==> src/rtl/modem_pkg.sv <==
`default_nettype none
// +--------------------------------------------------------------------------+
// | modem_pkg : shared widths and sequencer state encoding                   |
// | Revision  : 1.0                                                          |
// +--------------------------------------------------------------------------+
package modem_pkg;

  localparam int DATA_W = 4;
  localparam int CODE_W = 8;

  typedef logic [DATA_W-1:0] data_t;

  localparam data_t MAX_CODE = 4'hF;

  localparam logic [2:0] IDLE   = 3'd0;
  localparam logic [2:0] DRIVE  = 3'd1;
  localparam logic [2:0] SETTLE = 3'd2;
  localparam logic [2:0] SAMPLE = 3'd3;
  localparam logic [2:0] NEXT   = 3'd4;
  localparam logic [2:0] DONE   = 3'd5;

  // The sequencer owns tx_code only in the sweep states.
  function automatic logic is_busy_state(input logic [2:0] st);
    return (st == DRIVE) || (st == SETTLE) || (st == SAMPLE) || (st == NEXT);
  endfunction

endpackage
`default_nettype wire

==> src/rtl/modem_settle_timer.sv <==
`default_nettype none
// +--------------------------------------------------------------------------+
// | modem_settle_timer : 8-bit loadable down-counter with a zero flag        |
// | Revision           : 1.0                                                 |
// +--------------------------------------------------------------------------+
module modem_settle_timer (
  input  logic       clk,
  input  logic       reset,
  input  logic       load,
  input  logic [7:0] load_val,
  input  logic       en,
  output logic       zero
);

  logic [7:0] r_count;

  always_ff @(posedge clk or negedge reset) begin
    if (!reset) begin
      r_count <= 8'd0;
    end else if (load) begin
      r_count <= load_val;
    end else if (en && (r_count != 8'd0)) begin
      r_count <= r_count - 8'd1;
    end
  end

  assign zero = (r_count == 8'd0);

endmodule
`default_nettype wire

==> src/rtl/modem_link_sequencer.sv <==
`default_nettype none
// +--------------------------------------------------------------------------+
// | modem_link_sequencer : loopback self-test sweep of all 16 data codes     |
// | Revision             : 1.0                                               |
// +--------------------------------------------------------------------------+
module modem_link_sequencer
  import modem_pkg::*;
#(
  parameter int SETTLE_CYCLES = 4,
  parameter int CNT_W         = 8
) (
  input  logic             clk_slow,
  input  logic             reset,
  input  logic             start,
  input  logic             abort,
  input  logic [3:0]       manual_code,
  input  logic [3:0]       rx_code,
  output logic [3:0]       tx_code,
  output logic             busy,
  output logic             done,
  output logic             pass,
  output logic [CNT_W-1:0] err_cnt,
  output logic [3:0]       last_fail_code
);

  localparam logic [7:0]       C_SETTLE_LOAD = 8'(SETTLE_CYCLES - 1);
  localparam logic [CNT_W-1:0] C_ERR_MAX     = '1;
  localparam logic [CNT_W-1:0] C_ERR_ONE     = CNT_W'(1);

  logic [2:0]       r_state;
  data_t            r_code;
  logic [CNT_W-1:0] r_err;
  data_t            r_last_fail;
  logic             r_done;
  logic             r_pass;
  logic             w_zero;
  logic             w_load;
  logic             w_en;

  assign w_load = (r_state == DRIVE);
  assign w_en   = (r_state == SETTLE);

  modem_settle_timer u_timer (
    .clk      (clk_slow),
    .reset    (reset),
    .load     (w_load),
    .load_val (C_SETTLE_LOAD),
    .en       (w_en),
    .zero     (w_zero)
  );

  always_ff @(posedge clk_slow or negedge reset) begin
    if (!reset) begin
      r_state     <= IDLE;
      r_code      <= '0;
      r_err       <= '0;
      r_last_fail <= '0;
      r_done      <= 1'b0;
      r_pass      <= 1'b0;
    end else if (abort && (r_state != IDLE)) begin
      // err_cnt and last_fail_code stay visible after an abort.
      r_state <= IDLE;
      r_done  <= 1'b0;
      r_pass  <= 1'b0;
    end else begin
      case (r_state)
        IDLE: begin
          if (start && !abort) begin
            r_state     <= DRIVE;
            r_code      <= '0;
            r_err       <= '0;
            r_last_fail <= '0;
            r_done      <= 1'b0;
            r_pass      <= 1'b0;
          end
        end
        DRIVE:  r_state <= SETTLE;
        SETTLE: if (w_zero) r_state <= SAMPLE;
        SAMPLE: begin
          if (rx_code != r_code) begin
            if (r_err != C_ERR_MAX) r_err <= r_err + C_ERR_ONE;
            r_last_fail <= r_code;
          end
          r_state <= NEXT;
        end
        NEXT: begin
          if (r_code == MAX_CODE) begin
            r_state <= DONE;
            r_done  <= 1'b1;
            r_pass  <= (r_err == '0);
          end else begin
            r_code  <= r_code + 4'd1;
            r_state <= DRIVE;
          end
        end
        DONE:    if (!start) r_state <= IDLE;
        default: r_state <= IDLE;
      endcase
    end
  end

  assign busy           = is_busy_state(r_state);
  assign tx_code        = busy ? r_code : manual_code;
  assign done           = r_done;
  assign pass           = r_pass;
  assign err_cnt        = r_err;
  assign last_fail_code = r_last_fail;

endmodule
`default_nettype wire

==> config.mk <==
export PLATFORM = sky130hd
export DESIGN_NAME = modem_link_sequencer
export DESIGN_NICKNAME = d
export VERILOG_FILES = /design/src/rtl/modem_pkg.sv /design/src/rtl/modem_settle_timer.sv /design/src/rtl/modem_link_sequencer.sv
export SDC_FILE = /design/constraint.sdc
export NUM_CORES = 1
export LEC_CHECK = 0
export CELL_PAD_IN_SITES_DETAIL_PLACEMENT = 1
export CELL_PAD_IN_SITES_GLOBAL_PLACEMENT = 2
export CORE_ASPECT_RATIO = 1.5
export CORE_UTILIZATION = 34
export DETAILED_ROUTE_END_ITERATION = 7
export PLACE_DENSITY_LB_ADDON = 0.1
export SYNTH_ARGS = -nofsm -noshare
export SYNTH_HDL_FRONTEND = slang
export SYNTH_SLANG_ARGS = --single-unit
==> constraint.sdc <==
create_clock -name clk_slow -period 4.8 [get_ports clk_slow]
set_input_delay 0.48 -clock clk_slow [delete_from_list [all_inputs] [get_ports clk_slow]]
set_output_delay 0.48 -clock clk_slow [all_outputs]
set_load 0.05 [all_outputs]
Word-level counts from Yosys, hierarchy flattened
Cells that the tools add are included.

word-level totals
  flip-flop bits (word level) = 29
  input port bits = 12
  output and inout port bits = 19
  logic and storage cells = 73

cells by class
  bitwise operators = 1
  add/subtract/negate cells = 3
  reductions and logical operators = 21
  muxes and demuxes = 25
  eq/ne operators = 16

operators with widths
  cell                                               count
  2-to-1 mux 8 bit                                   5
  case mux 3 bit (6 select lines)                    1
  logical NOT 8 bit                                  2
  2-to-1 mux 4 bit                                   4
  case mux 4 bit (2 select lines)                    2
  case mux 8 bit (2 select lines)                    1
  2-to-1 mux 3 bit                                   5
  inequality test 3 bit (second input constant)      4
  adder 8 x 1 -> 8 bit (second input constant)       1
  inequality test 2 bit (second input constant)      4
  inequality test 8 bit (second input constant)      1
  AND reduction 4 bit                                2
  nonzero test 8 bit                                 1
  subtractor 8 x 1 -> 8 bit (second input constant)  1
  == test 3 x 2 -> 1 bit (second input constant)     2
  == test 3 bit (second input constant)              2
  AND reduction 3 bit                                2
  nonzero test 2 bit                                 3
  nonzero test 3 bit                                 2
  2-to-1 mux 1 bit                                   5
  AND reduction 5 bit                                1
  adder 4 x 1 -> 4 bit (second input constant)       1
  == test 4 bit (second input constant)              1
  inequality test 4 bit                              1
  other kinds (7)                                    12

Depth between registers and ports, before layout
  depth after elaboration = 5
  mapped depth = 7
  depth with buffers taken out = 7

Hierarchy
A second synthesis with hierarchy kept.

unflattened totals
  cell total of the unflattened synthesis = 208
  area, all modules = 1920.6 sq um

modules (own cells, without submodules)
  module                instances  seq. area each (sq um)  cells an instance  area each (sq um)
  modem_link_sequencer  1          525.5                   150                1392.6
  modem_settle_timer    1          200.2                   58                 528.0

Worst setup path before layout
Ideal clock, no wire load.

  path type = register to output
  start point = reg r_state[0]
  end point = out tx_code[0]
  path slack = 2.040 ns
  required time = 4.320 ns
  cell stages (with the launch flop) = 5
  buffers on the path = 1
  data arrival time = 2.280 ns
  cells stage by stage = dfrtp_1 -> buf_2 -> nor2_1 -> xnor2_1 -> mux2_2

between the ends
  word-level cells in the longest chain between the ends = 5
  elaborated cells between the ends (all ways) = 8
  those cells by class = eq/ne: 4; mux: 1; reduce/logical: 3

RTL lines
  element                                                                  RTL line                     source
  start, declared                                                          modem_link_sequencer.sv:30   logic [2:0] r_state;
  start signal, assigned                                                   modem_link_sequencer.sv:54   r_state <= IDLE;
  start signal, assigned                                                   modem_link_sequencer.sv:62   r_state <= IDLE;
  start signal, assigned                                                   modem_link_sequencer.sv:69   r_state <= DRIVE;
  == test 3 x 1 -> 1 bit / == test 3 x 2 -> 1 bit (equally long branches)  modem_pkg.sv:24              return (st == DRIVE) || (st == SETTLE) || (st == SAMPLE) || (st == NEXT);
  logical OR 1 bit (2 in a row)                                            modem_pkg.sv:24
  logical OR 1 bit *                                                       modem_pkg.sv:24
  named net busy                                                           modem_link_sequencer.sv:19   output logic busy,
  2-to-1 mux 4 bit *                                                       modem_link_sequencer.sv:103  assign tx_code = busy ? r_code : manual_code;
  end, declared                                                            modem_link_sequencer.sv:18   output logic [3:0] tx_code,

The timed path passes the listed nets; every way through them passes the cells marked *.

Final worst setup path
  start point = reg r_state[0]
  end point = out tx_code[3]

between the ends
  word-level cells in the longest chain between the ends = 5
  elaborated cells between the ends (all ways) = 8
  those cells by class = eq/ne: 4; mux: 1; reduce/logical: 3

RTL lines
  element                                                                  RTL line
  == test 3 x 1 -> 1 bit / == test 3 x 2 -> 1 bit (equally long branches)  modem_pkg.sv:24
  logical OR 1 bit (2 in a row)                                            modem_pkg.sv:24
  logical OR 1 bit *                                                       modem_pkg.sv:24
  2-to-1 mux 4 bit *                                                       modem_link_sequencer.sv:103

Every way passes the cells marked *; elsewhere a longest branch is shown, timed or not.

==> flow_summary.toml <==
[floorplan]
die_width_um = 61.27
initial_core_util = 0.3496
i_o_pin_cnt = 31
chipHeight_um = 90.91
core.rowCount = 32
dieArea_um2 = 5570
core_area_um2 = 5125

[power]
p_leak_nw = 0.9207
worst_ir_drop_vdd_mv = 0.1538
power_density_nw_per_um2 = 333.5

[yosys]
async_reset_ff_frac = 1.000
synth.cell_area_um2 = 1792
synth-seq-area-share = 0.4050
syn_avg_cell_area_um2 = 8.914
synth.net_count = 218
synthesis.yosys.warnings = 0
synth_seq_cells = 29
synth_enable_flop_cells = 0
yosys_most_used_dff = "dfrtp_1"
synth_cell_types = 49
postSynthCellCount = 201

[setup_path]
cp_max_fo = 13
slack_of_the_worst_reg_to_reg_path_ns = 2.64
worst_setup_ep_type = "primary output"
worst_r2r_path_depth = 5
worstReg2RegEnd = "err_cnt[6]"
start_kind = "register"
worstSetupPathType = "register to primary output"
timing.critical_path.arrival_ns = 2.67
required_ns = 4.32
r2r-start = "r_state[2]"

[run_status]
run_status = "finished, final reports clean"

[sta]
worst_slew_margin_rel = 0.4709
min_period_ns = 3.149
hold_violations = 0
rsz0062_at_grt = "no"
maxClockFrequency_ghz = 0.3176
slew_viol_final = 0
finalCritPeriodShare = 0.6560
finalWorstSetupSlack_ns = 1.651
fin_tns_setup_ns = 0
fin_hold_ws_ns = 0.4860
timing.clock.skew_ns = 0.009817
timing_worst_slew_pin_value_ns = 0.7876
timing.final.setup_violations = 0

[clock_tree]
cts.reportedPaths.clkPinSlew_ns = 0.07
cts_repair_resize_count = 0
numCtsBuffers = 5
cts_max_level = 2
cts_root_buffer_type = "clkbuf_8"
cts_tree = "built"
cts-hold-fix-buffers = 0
clock_sink_count = 29
clock_latency_ns = 0.28
max-clock-path-buffers = 2
buffers_inserted_during_post_cts_setup_optimization = 0

[drt]
drtIter0Drc = 48
drt_pass1_iterations = 3
viasPerCell = 5.264
num_vias = 1574
wl_per_cell_um = 16.51
antenna_left = 0
drc = 0
drt-total-wl_um = 4936

[min_path]
timing.hold.worst.class = "register to register"
hold_path_depth = 2
destination_of_the_worst_hold_path = "last_fail_code[3]"
timing.hold.worst.start = "last_fail_code[3]"

[layout]
design.final.nets = 247
syn2layout_area_growth_pct = 23.74
num_antenna_cells = 0
drive_gt1_frac = 0.09957
layout.core_utilization = 0.4326
post-route-cell-area_um2 = 2217

[placed_design]
place.detailed.hpwl_um = 3701
dpl_cell_area_um2 = 2135
place_ws_ns = 1.969
port_buffers = 30
globalplace.congestion = 0.8052

[global_route]
vias_in_the_first_global_route = 1678
first_pass_grt_wire_length_um = 8211
grt.total_usage = 0.1993
globalRouteOverflowTotal = 0
maximum_number_of_pins_on_one_net_before_global_route_repair = 30
antenna_found_initial = 0

[flow_run]
number_of_maximum_capacitance_constraint_violations = 0
cell usage in the layout, fill, tap and decap left out, types with 3 or more instances in the layout:
master / n
nor3_1: 4
o31ai_2: 4
nand3_1: 9
inv_1: 9
nor2_1: 16
nand2_1: 27
a31oi_1: 3
clkdlybuf4s50_1: 30
nand2b_1: 3
xor2_1: 3
ha_1: 5
o21ai_0: 19
and3_1: 4
a21oi_1: 7
mux2_2: 4
clkbuf_8: 5
dfrtp_1: 29
xnor2_1: 9
o21ai_1: 3
worst max-delay path by stage:
stage / slack, ns / cells past startpoint / to / start
after detailed placement: 1.97 / 4 / tx_code[1] / r_state[0]
after floorplan: 2.04 / 4 / tx_code[0] / r_state[0]
after global routing: 1.49 / 4 / tx_code[1] / r_state[0]
final: 1.65 / 4 / tx_code[3] / r_state[0]
after global placement: 2.02 / 4 / tx_code[1] / r_state[0]
after CTS: 1.65 / 4 / tx_code[3] / r_state[0]
report_power, final:
group / switching (mW) / leakage (nW) / internal, mW
sequential: 0.0336 / 0.395 / 0.268
combinational: 0.145 / 0.480 / 0.0945
clock: 0.0973 / 0.0450 / 0.100
total: 0.276 / 0.921 / 0.463
metrics by stage:
step | total power, mW | cells
4_1_cts | 0.7490 | 299
3_5_place_dp | 0.5485 | 291
5_1_grt | 0.7868 | 299
6_report | 0.7393 | 299
3_3_place_gp | 0.5396 | 291
2_1_floorplan | 0.4752 | 201
state kept, by name (all words and copies together) (netlist names):
signal           cells
u_timer.r_count      8
err_cnt              8
done                 1
pass                 1
r_code               4
r_state              3
last_fail_code       4
area by class of cell:
cell class	count	area (um2)
Clock buffer	6	72.57
Clock inverter	2	10.01
Fill cell	654	2908
Inverter	9	33.78
Multi-Input combinational cell	154	982.2
Sequential cell	29	725.7
Tap cell	68	85.08
Timing Repair Buffer	31	307.8
metal layers:
metal | vias up | GRT usage | routed length, um
li1 | 768 | - | -
met1 | 780 | 0.2256 | 2016
met2 | 21 | 0.3560 | 2725
met3 | 5 | 0.04298 | 126
met4 | 0 | 0.05682 | 67
met5 | - | 0 | 0
synth_stat cells (2+ instances only):
| cell type | n | area [um2] |
|---|---|---|
| buf_6 | 2 | 22.52 |
| xnor2_1 | 9 | 78.83 |
| a21oi_1 | 7 | 35.03 |
| o31ai_2 | 4 | 50.05 |
| nor2b_1 | 2 | 12.51 |
| a211o_1 | 2 | 17.52 |
| ha_1 | 5 | 62.56 |
| inv_1 | 9 | 33.78 |
| nand2_1 | 27 | 101.4 |
| nand2b_1 | 3 | 18.77 |
| o21ai_1 | 3 | 15.01 |
| a31oi_1 | 3 | 18.77 |
| nand4_1 | 2 | 12.51 |
| nand3_1 | 9 | 45.04 |
| and3_1 | 4 | 25.02 |
| clkbuf_1 | 5 | 18.77 |
| nand4b_1 | 2 | 17.52 |
| nor3_1 | 4 | 20.02 |
| a22o_1 | 2 | 17.52 |
| mux2_2 | 4 | 45.04 |
| dfrtp_1 | 29 | 725.7 |
| xor2_1 | 3 | 26.28 |
| nor2_1 | 16 | 60.06 |
| or3_1 | 2 | 12.51 |
| o21ai_0 | 19 | 95.09 |
worst max-delay path, stage by stage, from the launching register on:
cell and delay [ns]:
dfrtp_1 0.61, nor2_1 0.22, xnor2_1 0.45, mux2_2 0.40
clkdlybuf4s50_1 0.70
kinds of logic after synthesis:
family          share of synthesized area
compound gates                     0.1941
xor+xnor                          0.05866
fa+ha+maj                         0.03492
buf+inv                           0.04678
flops                              0.4050
mux                               0.02514
simple gates                       0.2353
Note: power is estimated with default switching activity, not from simulation.
